## config.mk

```make
export PLATFORM = sky130hd
export DESIGN_NAME = vsram_sched
export DESIGN_NICKNAME = d
export VERILOG_FILES = /design/src/rtl/vsram_sched_pkg.sv /design/src/rtl/vsram_credit_ctr.sv /design/src/rtl/vsram_sched.sv
export SDC_FILE = /design/constraint.sdc
export NUM_CORES = 1
export LEC_CHECK = 0
export BUFFER_PORTS_ARGS = -buffer_cell sky130_fd_sc_hd__buf_2
export CORE_MARGIN = 2
export CORE_UTILIZATION = 24
export DETAILED_ROUTE_END_ITERATION = 16
export GPL_TIMING_DRIVEN = 0
export PLACE_DENSITY_LB_ADDON = 0.08
export SYNTH_ARGS = -nofsm -noshare
export SYNTH_HDL_FRONTEND = slang
export SYNTH_SLANG_ARGS = --single-unit
export TNS_END_PERCENT = 20
```

## constraint.sdc

```tcl
create_clock -name clk -period 7.22 [get_ports clk]
set_clock_uncertainty 0.1 [all_clocks]
set_input_delay 1.805 -clock clk [delete_from_list [all_inputs] [get_ports clk]]
set_output_delay 1.805 -clock clk [all_outputs]
set_load 0.01 [all_outputs]
```

## src/rtl/vsram_sched_pkg.sv

```systemverilog
// Shared definitions for the VSRAM row scheduler.
//   MAX_SEQ_LENGTH : VSRAM depth (macro MAX_SEQ_LENGTH, defaults to 16)
//   ROW_W          : width of row index / sequence length fields
//   PASS_W         : width of the pass (Q tile) counter
//   VSRAM_SCHED_STATE_T : scheduler FSM states
//   ROW_IDX_T, PASS_T   : field typedefs
//   sat_inc32()    : saturating 32-bit increment used by the optional
//                    stall counters (VSRAM_SCHED_PERF_EN)
`ifndef MAX_SEQ_LENGTH
`define MAX_SEQ_LENGTH 16
`endif

package vsram_sched_pkg;

  localparam int MAX_SEQ_LENGTH = `MAX_SEQ_LENGTH;
  localparam int ROW_W          = $clog2(MAX_SEQ_LENGTH) + 1;
  localparam int PASS_W         = 8;

  typedef enum logic [1:0] {
    IDLE  = 2'd0,
    ISSUE = 2'd1,
    DRAIN = 2'd2,
    DONE  = 2'd3
  } VSRAM_SCHED_STATE_T;

  typedef logic [ROW_W-1:0]  ROW_IDX_T;
  typedef logic [PASS_W-1:0] PASS_T;

  function automatic logic [31:0] sat_inc32(input logic [31:0] v);
    return (v == 32'hFFFF_FFFF) ? v : v + 32'd1;
  endfunction

endpackage

```

## src/rtl/vsram_credit_ctr.sv

```systemverilog
// Credit pool for the VSRAM: one credit per free VSRAM entry.
// Ports:
//   clk, rst : clock and synchronous active-high reset (reloads NUM_ENTRIES)
//   inc      : return one credit (a row left the VSRAM)
//   dec      : consume one credit (a row request was issued)
//   zero     : no credits left
// Simultaneous inc and dec leave the count unchanged. The count is clamped
// at both ends so a misbehaving neighbour cannot wrap it.
module vsram_credit_ctr #(
  parameter int NUM_ENTRIES = 16,
  parameter int CW          = $clog2(NUM_ENTRIES + 1)
) (
  input  logic clk,
  input  logic rst,
  input  logic inc,
  input  logic dec,
  output logic zero
);

  logic [CW-1:0] count_reg;

  always_ff @(posedge clk) begin
    if (rst) begin
      count_reg <= CW'(NUM_ENTRIES);
    end else if (inc && !dec && (count_reg != CW'(NUM_ENTRIES))) begin
      count_reg <= count_reg + CW'(1);
    end else if (dec && !inc && (count_reg != '0)) begin
      count_reg <= count_reg - CW'(1);
    end
  end

  assign zero = (count_reg == '0);

endmodule

```

## src/rtl/vsram_sched.sv

```systemverilog
// VSRAM row scheduler for one attention job.
// Issues V-row read requests (rows 0..seq_len-1, in order) to the memory
// controller, forwards returned rows into the VSRAM, lets the PE array drain
// the VSRAM and repeats the whole row sequence once per pass (Q tile).
// A credit pool sized to the VSRAM depth bounds outstanding rows so the
// VSRAM can never overflow.
// Ports:
//   clk, rst                 : clock, synchronous active-high reset
//   start, seq_len, num_passes : job launch (fields sampled on start in IDLE)
//   mem_req_valid/ready/row  : row request handshake to memory controller
//   mem_rsp_valid            : returned row data (request order)
//   vsram_write_en           : VSRAM write strobe (mirrors mem_rsp_valid)
//   vsram_ready, vsram_rd_valid : VSRAM not-full / not-empty
//   pe_ready, vsram_read_en  : PE array ready / VSRAM pop strobe
//   pass_done, done          : 1-cycle completion pulses
//   busy                     : job in progress
//   overflow_err             : sticky, response arrived while VSRAM full
// Optional macro VSRAM_SCHED_PERF_EN adds stall_mem_cnt / stall_pe_cnt.
module vsram_sched
  import vsram_sched_pkg::*;
#(
  parameter int NUM_ENTRIES = MAX_SEQ_LENGTH
) (
  input  logic              clk,
  input  logic              rst,
  input  logic              start,
  input  logic [ROW_W-1:0]  seq_len,
  input  logic [PASS_W-1:0] num_passes,
  output logic              mem_req_valid,
  input  logic              mem_req_ready,
  output logic [ROW_W-1:0]  mem_req_row,
  input  logic              mem_rsp_valid,
  output logic              vsram_write_en,
  input  logic              vsram_ready,
  input  logic              vsram_rd_valid,
  input  logic              pe_ready,
  output logic              vsram_read_en,
  output logic              pass_done,
  output logic              done,
  output logic              busy,
  output logic              overflow_err
`ifdef VSRAM_SCHED_PERF_EN
  ,
  output logic [31:0]       stall_mem_cnt,
  output logic [31:0]       stall_pe_cnt
`endif
);

  VSRAM_SCHED_STATE_T state_reg, state_next;
  ROW_IDX_T seq_len_reg, seq_len_next;
  PASS_T    num_passes_reg, num_passes_next;
  ROW_IDX_T issued_reg, issued_next;
  ROW_IDX_T consumed_reg, consumed_next;
  PASS_T    pass_reg, pass_next;
  logic     noop_done_reg, noop_done_next;
  logic     overflow_reg;
  logic     credit_zero;
  logic     req_fire;

  assign req_fire       = mem_req_valid && mem_req_ready;
  assign busy           = (state_reg != IDLE);
  assign vsram_read_en  = pe_ready && vsram_rd_valid && busy;
  // Credits guarantee space, so writes are never gated; overflow is only flagged.
  assign vsram_write_en = mem_rsp_valid;
  assign mem_req_row    = issued_reg;
  assign overflow_err   = overflow_reg;

  vsram_credit_ctr #(
    .NUM_ENTRIES(NUM_ENTRIES)
  ) u_credit (
    .clk (clk),
    .rst (rst),
    .inc (vsram_read_en),
    .dec (req_fire),
    .zero(credit_zero)
  );

  always_comb begin
    state_next      = state_reg;
    seq_len_next    = seq_len_reg;
    num_passes_next = num_passes_reg;
    issued_next     = issued_reg;
    consumed_next   = consumed_reg;
    pass_next       = pass_reg;
    noop_done_next  = 1'b0;
    mem_req_valid   = 1'b0;
    pass_done       = 1'b0;
    done            = noop_done_reg;

    // Rows leaving the VSRAM count toward the current pass.
    if (((state_reg == ISSUE) || (state_reg == DRAIN)) && vsram_read_en) begin
      consumed_next = consumed_reg + ROW_W'(1);
    end

    case (state_reg)
      IDLE: begin
        if (start) begin
          if ((seq_len != '0) && (num_passes != '0)) begin
            seq_len_next    = seq_len;
            num_passes_next = num_passes;
            issued_next     = '0;
            consumed_next   = '0;
            pass_next       = '0;
            state_next      = ISSUE;
          end else begin
            // Empty job: acknowledge with a done pulse without leaving IDLE.
            noop_done_next = 1'b1;
          end
        end
      end
      ISSUE: begin
        mem_req_valid = !credit_zero && (issued_reg < seq_len_reg);
        if (req_fire) begin
          issued_next = issued_reg + ROW_W'(1);
        end
        if (issued_reg == seq_len_reg) begin
          state_next = DRAIN;
        end
      end
      DRAIN: begin
        // Next pass is only started once every row of this pass is consumed.
        if (consumed_reg == seq_len_reg) begin
          pass_done = 1'b1;
          if (pass_reg == (num_passes_reg - PASS_W'(1))) begin
            state_next = DONE;
          end else begin
            pass_next     = pass_reg + PASS_W'(1);
            issued_next   = '0;
            consumed_next = '0;
            state_next    = ISSUE;
          end
        end
      end
      DONE: begin
        done       = 1'b1;
        state_next = IDLE;
      end
      default: begin
        state_next = IDLE;
      end
    endcase
  end

  always_ff @(posedge clk) begin
    if (rst) begin
      state_reg      <= IDLE;
      seq_len_reg    <= '0;
      num_passes_reg <= '0;
      issued_reg     <= '0;
      consumed_reg   <= '0;
      pass_reg       <= '0;
      noop_done_reg  <= 1'b0;
      overflow_reg   <= 1'b0;
    end else begin
      state_reg      <= state_next;
      seq_len_reg    <= seq_len_next;
      num_passes_reg <= num_passes_next;
      issued_reg     <= issued_next;
      consumed_reg   <= consumed_next;
      pass_reg       <= pass_next;
      noop_done_reg  <= noop_done_next;
      if (mem_rsp_valid && !vsram_ready) begin
        overflow_reg <= 1'b1;
      end
    end
  end

`ifdef VSRAM_SCHED_PERF_EN
  logic        start_accept;
  logic [31:0] stall_mem_cnt_reg;
  logic [31:0] stall_pe_cnt_reg;

  assign start_accept = (state_reg == IDLE) && start;

  always_ff @(posedge clk) begin
    if (rst || start_accept) begin
      stall_mem_cnt_reg <= '0;
      stall_pe_cnt_reg  <= '0;
    end else begin
      if (mem_req_valid && !mem_req_ready) begin
        stall_mem_cnt_reg <= sat_inc32(stall_mem_cnt_reg);
      end
      if (busy && vsram_rd_valid && !pe_ready) begin
        stall_pe_cnt_reg <= sat_inc32(stall_pe_cnt_reg);
      end
    end
  end

  assign stall_mem_cnt = stall_mem_cnt_reg;
  assign stall_pe_cnt  = stall_pe_cnt_reg;
`endif

endmodule

```

; ---- Word-level counts from Yosys, hierarchy flattened
; Cells that the tools add are included.
[totals]
register_bits = 40
inputBits = 21
out_inout_bits = 12
elab_cells = 91
[classes]
addsub = 6
n_lt_le_gt_ge = 1
eq_ne = 13
mux = 30
bitwise_logic = 2
n_reduce_logical = 30
[op_table]
columns = cell, count
row1 = $mux 5, 12
row2 = $mux 8, 4
row3 = $pmux 8 s2, 1
row4 = $add 5x1->5 const B, 3
row5 = $pmux 5 s3, 1
row6 = $logic_and 1x1->1, 11
row7 = $eq 5x5->1, 2
row8 = $mux 2, 5
row9 = $pmux 5 s2, 1
row10 = $reduce_bool 5->1, 2
row11 = $add 8x1->8 const B, 1
row12 = $eq 8x8->1, 1
row13 = $pmux 2 s4, 1
row14 = $reduce_bool 8->1, 1
row15 = $sub 8x1->8 const B, 1
row16 = $ne 2x1->1 const B, 3
row17 = $ne 2x2->1 const B, 3
row18 = $reduce_and 6->1, 1
row19 = $reduce_bool 2->1, 3
row20 = $logic_not 5->1, 1
row21 = $lt 5x5->1, 1
row22 = $mux 1, 5
row23 = $ne 5x5->1 const B, 1
row24 = $reduce_and 5->1, 1
row25 = 11 further kinds, 16

; ---- Longest topological paths before layout
[depth]
ltp_word = 9
ltp_mapped = 13
ltp_nobuf = 13

; ---- Hierarchy
; From an unflattened synthesis, not the netlist that was laid out.
[unflattened]
hier_cells = 311
area_unflattened_um2 = 2651.3
[by_module_without_submodules]
columns = mod, n_inst, cells_each, area_each_um2, seq_area_each_um2
row1 = vsram_sched, 1, 267, 2245.9, 700.7
row2 = vsram_credit_ctr, 1, 44, 405.4, 100.1

; ---- Worst setup path before layout
; No wires, ideal clock.
[synth_timing]
path_type = input to register
from = input port mem_req_ready
to = register u_credit.count_reg[4]
setup_ns = 0.120
arrival_ns = 3.778
required_time_ns = 7.000
slack_ns = 3.222
stages = 10
path_buffers = 0
path_cell_list = nand2b_1 nor4_2 a21oi_1 nand2_1 ha_1 a21o_1 a21oi_1 nand2b_1 a21oi_1 a211o_1
[synth_between]
elab_chain_len = 5
elab_cells_between_ends = 8
cone_classes = mux (1) / reduce/logical (7)
[synth_rtl]
columns = element, line
row1 = start: declaration, vsram_sched.sv:30  ; input logic mem_req_ready,
row2 = $logic_and 1x1->1 (*), vsram_sched.sv:60  ; assign req_fire = mem_req_valid && mem_req_ready;
row3 = $logic_not 1->1, vsram_credit_ctr.sv:25  ; end else if (inc && !dec && (count_reg != CW'(NUM_ENTRIES))) begin
row4 = $logic_and 1x1->1 (2 in series), vsram_credit_ctr.sv:25
row5 = $mux 5 / $reduce_bool 2->1 (equally long branches), -
row6 = end signal: assignment, vsram_credit_ctr.sv:24  ; count_reg <= CW'(NUM_ENTRIES);
row7 = end signal: assignment, vsram_credit_ctr.sv:26  ; count_reg <= count_reg + CW'(1);
row8 = end signal: assignment, vsram_credit_ctr.sv:28  ; count_reg <= count_reg - CW'(1);
row9 = end: declaration, vsram_credit_ctr.sv:20  ; logic [CW-1:0] count_reg;
; Every way passes the cells marked *; elsewhere a longest branch is shown, timed or not.
; A chain may end at the register's enable or synchronous reset.

; ---- Final worst setup path
; Ends and elaborated chain as after synthesis.

==> summary.md <==
| Metric | Value |
|---|---|
| Drt drc | 0 |
| Crit path DAT | 4280 ps |
| Drt first pass iters | 4 |
| CP Max Fanout | 9 |
| Fillers | around 1100 |
| Crit Path Category | in2reg |
| Worst relative slew slack | 0.479 |
| TritonCTS clock tree | yes |
| Synth Register Bits | 40 |
| EDFF count, synth | 0 |
| Mapped Cells | 294 |
| Routed via count | 2150 |
| CTS Buf Count | 5 |
| Largest net degree at the start of global routing | 13 |
| Initial core utilization | 0.250 |
| Final Hold Vio Count | 0 |
| Routed length per instance | about 14 um |
| Initial antenna violation count | 0 |
| Hold Crit Depth | 2 |
| Yosys cell types | 50 |
| Drt total wl | around 6500 um |
| Dpl cell area | 2790 sq um |
| I/O pin count | 33 |
| Final instance area | a little under 3000 sq um |
| Layout area overhead | 17.4% |
| Synth Area per Inst | 8.38 sq um |
| H-tree Lvls | 2 |
| Leak | around 1.2 nW |
| Hold buffer count at cts | 0 |
| Cell Rows | 36 |
| Placed Cells | roughly 460 |
| Port Buffers | 31 |
| CP Launch Type | input port |
| Clock transition at path regs | roughly 80 ps |
| Unrepaired setup endpoints after global routing | false |
| VDD IR max | a little over 0.1 mV |
| Ys async rst share | 0 |
| Least-Margin Pin Slew | just under 800 ps |
| Vias in the first global route | ~2100 |
| Tot GR Track Use | 0.124 |
| Max_cap viols | 0 |
| Post-route ant nets | 0 |
| Clk_lat worst skew | 300 ps |
| Post-Syn Area | ~2500 sq um |
| Clock tree buffer depth | 2 |
| # setup viols final | 0 |
| First-pass GRT wire length | about 11000 um |
| # diodes | 0 |
| GP Congestion | about 0.75 |
| DIE WIDTH | 105 um |
| Post-CTS Resized | 0 |
| Setup Fix Bufs, Post-CTS | 0 |
| R2R depth | 13 |
| Sequential cell area fraction in the yosys report | 0.325 |
| Hold Slack | between 300 and 400 ps |
| CP required | approximately 7300 ps |
| Final Max Slew Viols | 0 |
| Ys Warns | 0 |
| Non-Filler Instances | between 400 and 500 |
| Dpl hpwl | about 5000 um |
| Main synth FF type | dfxtp_1 |
| Crit. End Element | register |
| Worst hold path type | reg2reg |
| Clock sink total | 40 |
| Net count, final | between 300 and 400 |
| Period utilization | 0.580 |
| Initial DRC count | 75 |
| Overall Power | approximately 0.89 mW |
| Die height | approximately 110 um |
| Layout cells sized above 1 | 0.144 |
| DIE AREA | between 10000 and 15000 sq um |
| Gr ovfl total | 0 |
| Peak Freq | ~0.24 GHz |
| CTS root buffer | clkbuf_8 |
| Vias per cell | 4.61 |
| Core Area | 9860 sq um |
| PD cells | 307 nW/um^2 |
| Status | complete, no violations |
| Fin Setup TNS | 0 ps |
| Period minus WS final | between 4000 and 5000 ps |
| Syn nets | around 330 |
## placed cells by master, fill, tap and decap left out, types with 3 or more instances in the layout
master / instances
clkbuf_1: 9
xor2_1: 10
ha_1: 17
a211oi_1: 4
clkbuf_8: 5
inv_1: 17
nor4_1: 4
nand4_1: 9
o21ai_0: 9
mux2i_1: 15
nor3_1: 7
and3_1: 3
and2_1: 5
nand2_1: 18
a21oi_1: 15
dfxtp_1: 40
buf_2: 33
buf_1: 3
xnor2_1: 10
a21o_1: 5
nand2b_1: 4
nand3_1: 10
nor2_1: 37
nor3b_1: 3
a32o_1: 6
## stage by stage
stage / worst slack [ps] / util
5_1_grt: 2700 / 0.293
4_1_cts: 3030 / 0.293
3_5_place_dp: 2710 / 0.282
3_3_place_gp: 2720 / 0.282
6_report: 3030 / 0.293
2_1_floorplan: 3220 / -
## routing by layer
layer,GRT usage,part of all wire,routed length (um),vias up
met5,0,0,0,-
li1,-,-,-,1115
met3,0.0241,0.036,236,7
met4,0.0343,0.0098,64,0
met2,0.194,0.44,2850,42
met1,0.172,0.52,3350,986
## synth_stat cells (all sizes together), types with 3 or more instances
master	count	share of area
buf	6	0.012
and2	5	0.013
a32o	6	0.024
a21oi	15	0.030
and3	3	0.0076
nand2	18	0.027
xnor2	10	0.036
nor3b	3	0.0091
nor3	7	0.014
nand2b	4	0.010
mux2i	15	0.061
nor4	6	0.024
a21o	5	0.015
nand4	9	0.023
clkbuf	8	0.012
nand3	10	0.020
dfxtp	40	0.33
ha	17	0.086
o21ai	9	0.018
inv	17	0.026
a211oi	4	0.012
xor2	11	0.042
nor2	38	0.059
## worst max-delay path, stage by stage
cell	delay [ps]
buf_2	80
nand2b_1	50
nor4_2	580
a21oi_1	260
nand2_1	240
ha_1	300
a21o_1	190
a21oi_1	280
nand2b_1	150
a21oi_1	70
a211o_1	260
## where the power goes
part	switching [mW]	total, mW	internal [mW]
Combinational	0.238	0.410	0.171
Clock	0.0854	0.188	0.103
Sequential	0.0401	0.290	0.250
## path summary, 6_finish.rpt
kind | slack [ps] | endpoint | from
setup / recovery | 3030 | u_credit.count_reg[4] | mem_req_ready
hold / removal | 380 | overflow_err | overflow_err
setup reg to reg | 3590 | u_credit.count_reg[4] | seq_len_reg[3]
hold reg to reg | 380 | overflow_err | overflow_err
## layout make-up
| class | count | area (sq um) | share of cell area |
|---|---|---|---|
| Buffer | 14 | 58.8 | 0.0203 |
| Clock buffer | 6 | 72.6 | 0.0251 |
| Clock inverter | 2 | 35.0 | 0.0121 |
| Inverter | 18 | 67.6 | 0.0234 |
| Multi-Input combinational cell | 222 | 1540 | 0.531 |
| Sequential cell | 40 | 801 | 0.277 |
| Tap cell | 133 | 166 | 0.0575 |
| Timing Repair Buffer | 31 | 155 | 0.0536 |
## cell families after synthesis
logic type / after synthesis / share of synthesized area
muxes: 15 / 0.0609
and+or+nand+nor: 112 / 0.233
adders and majority gates: 18 / 0.0945
DFF: 40 / 0.325
xor gates and xnor gates: 21 / 0.0777
AOI/OAI and AO/OA: 56 / 0.158
buffers and inverters: 32 / 0.0513
(Power assumes the default switching activity.)
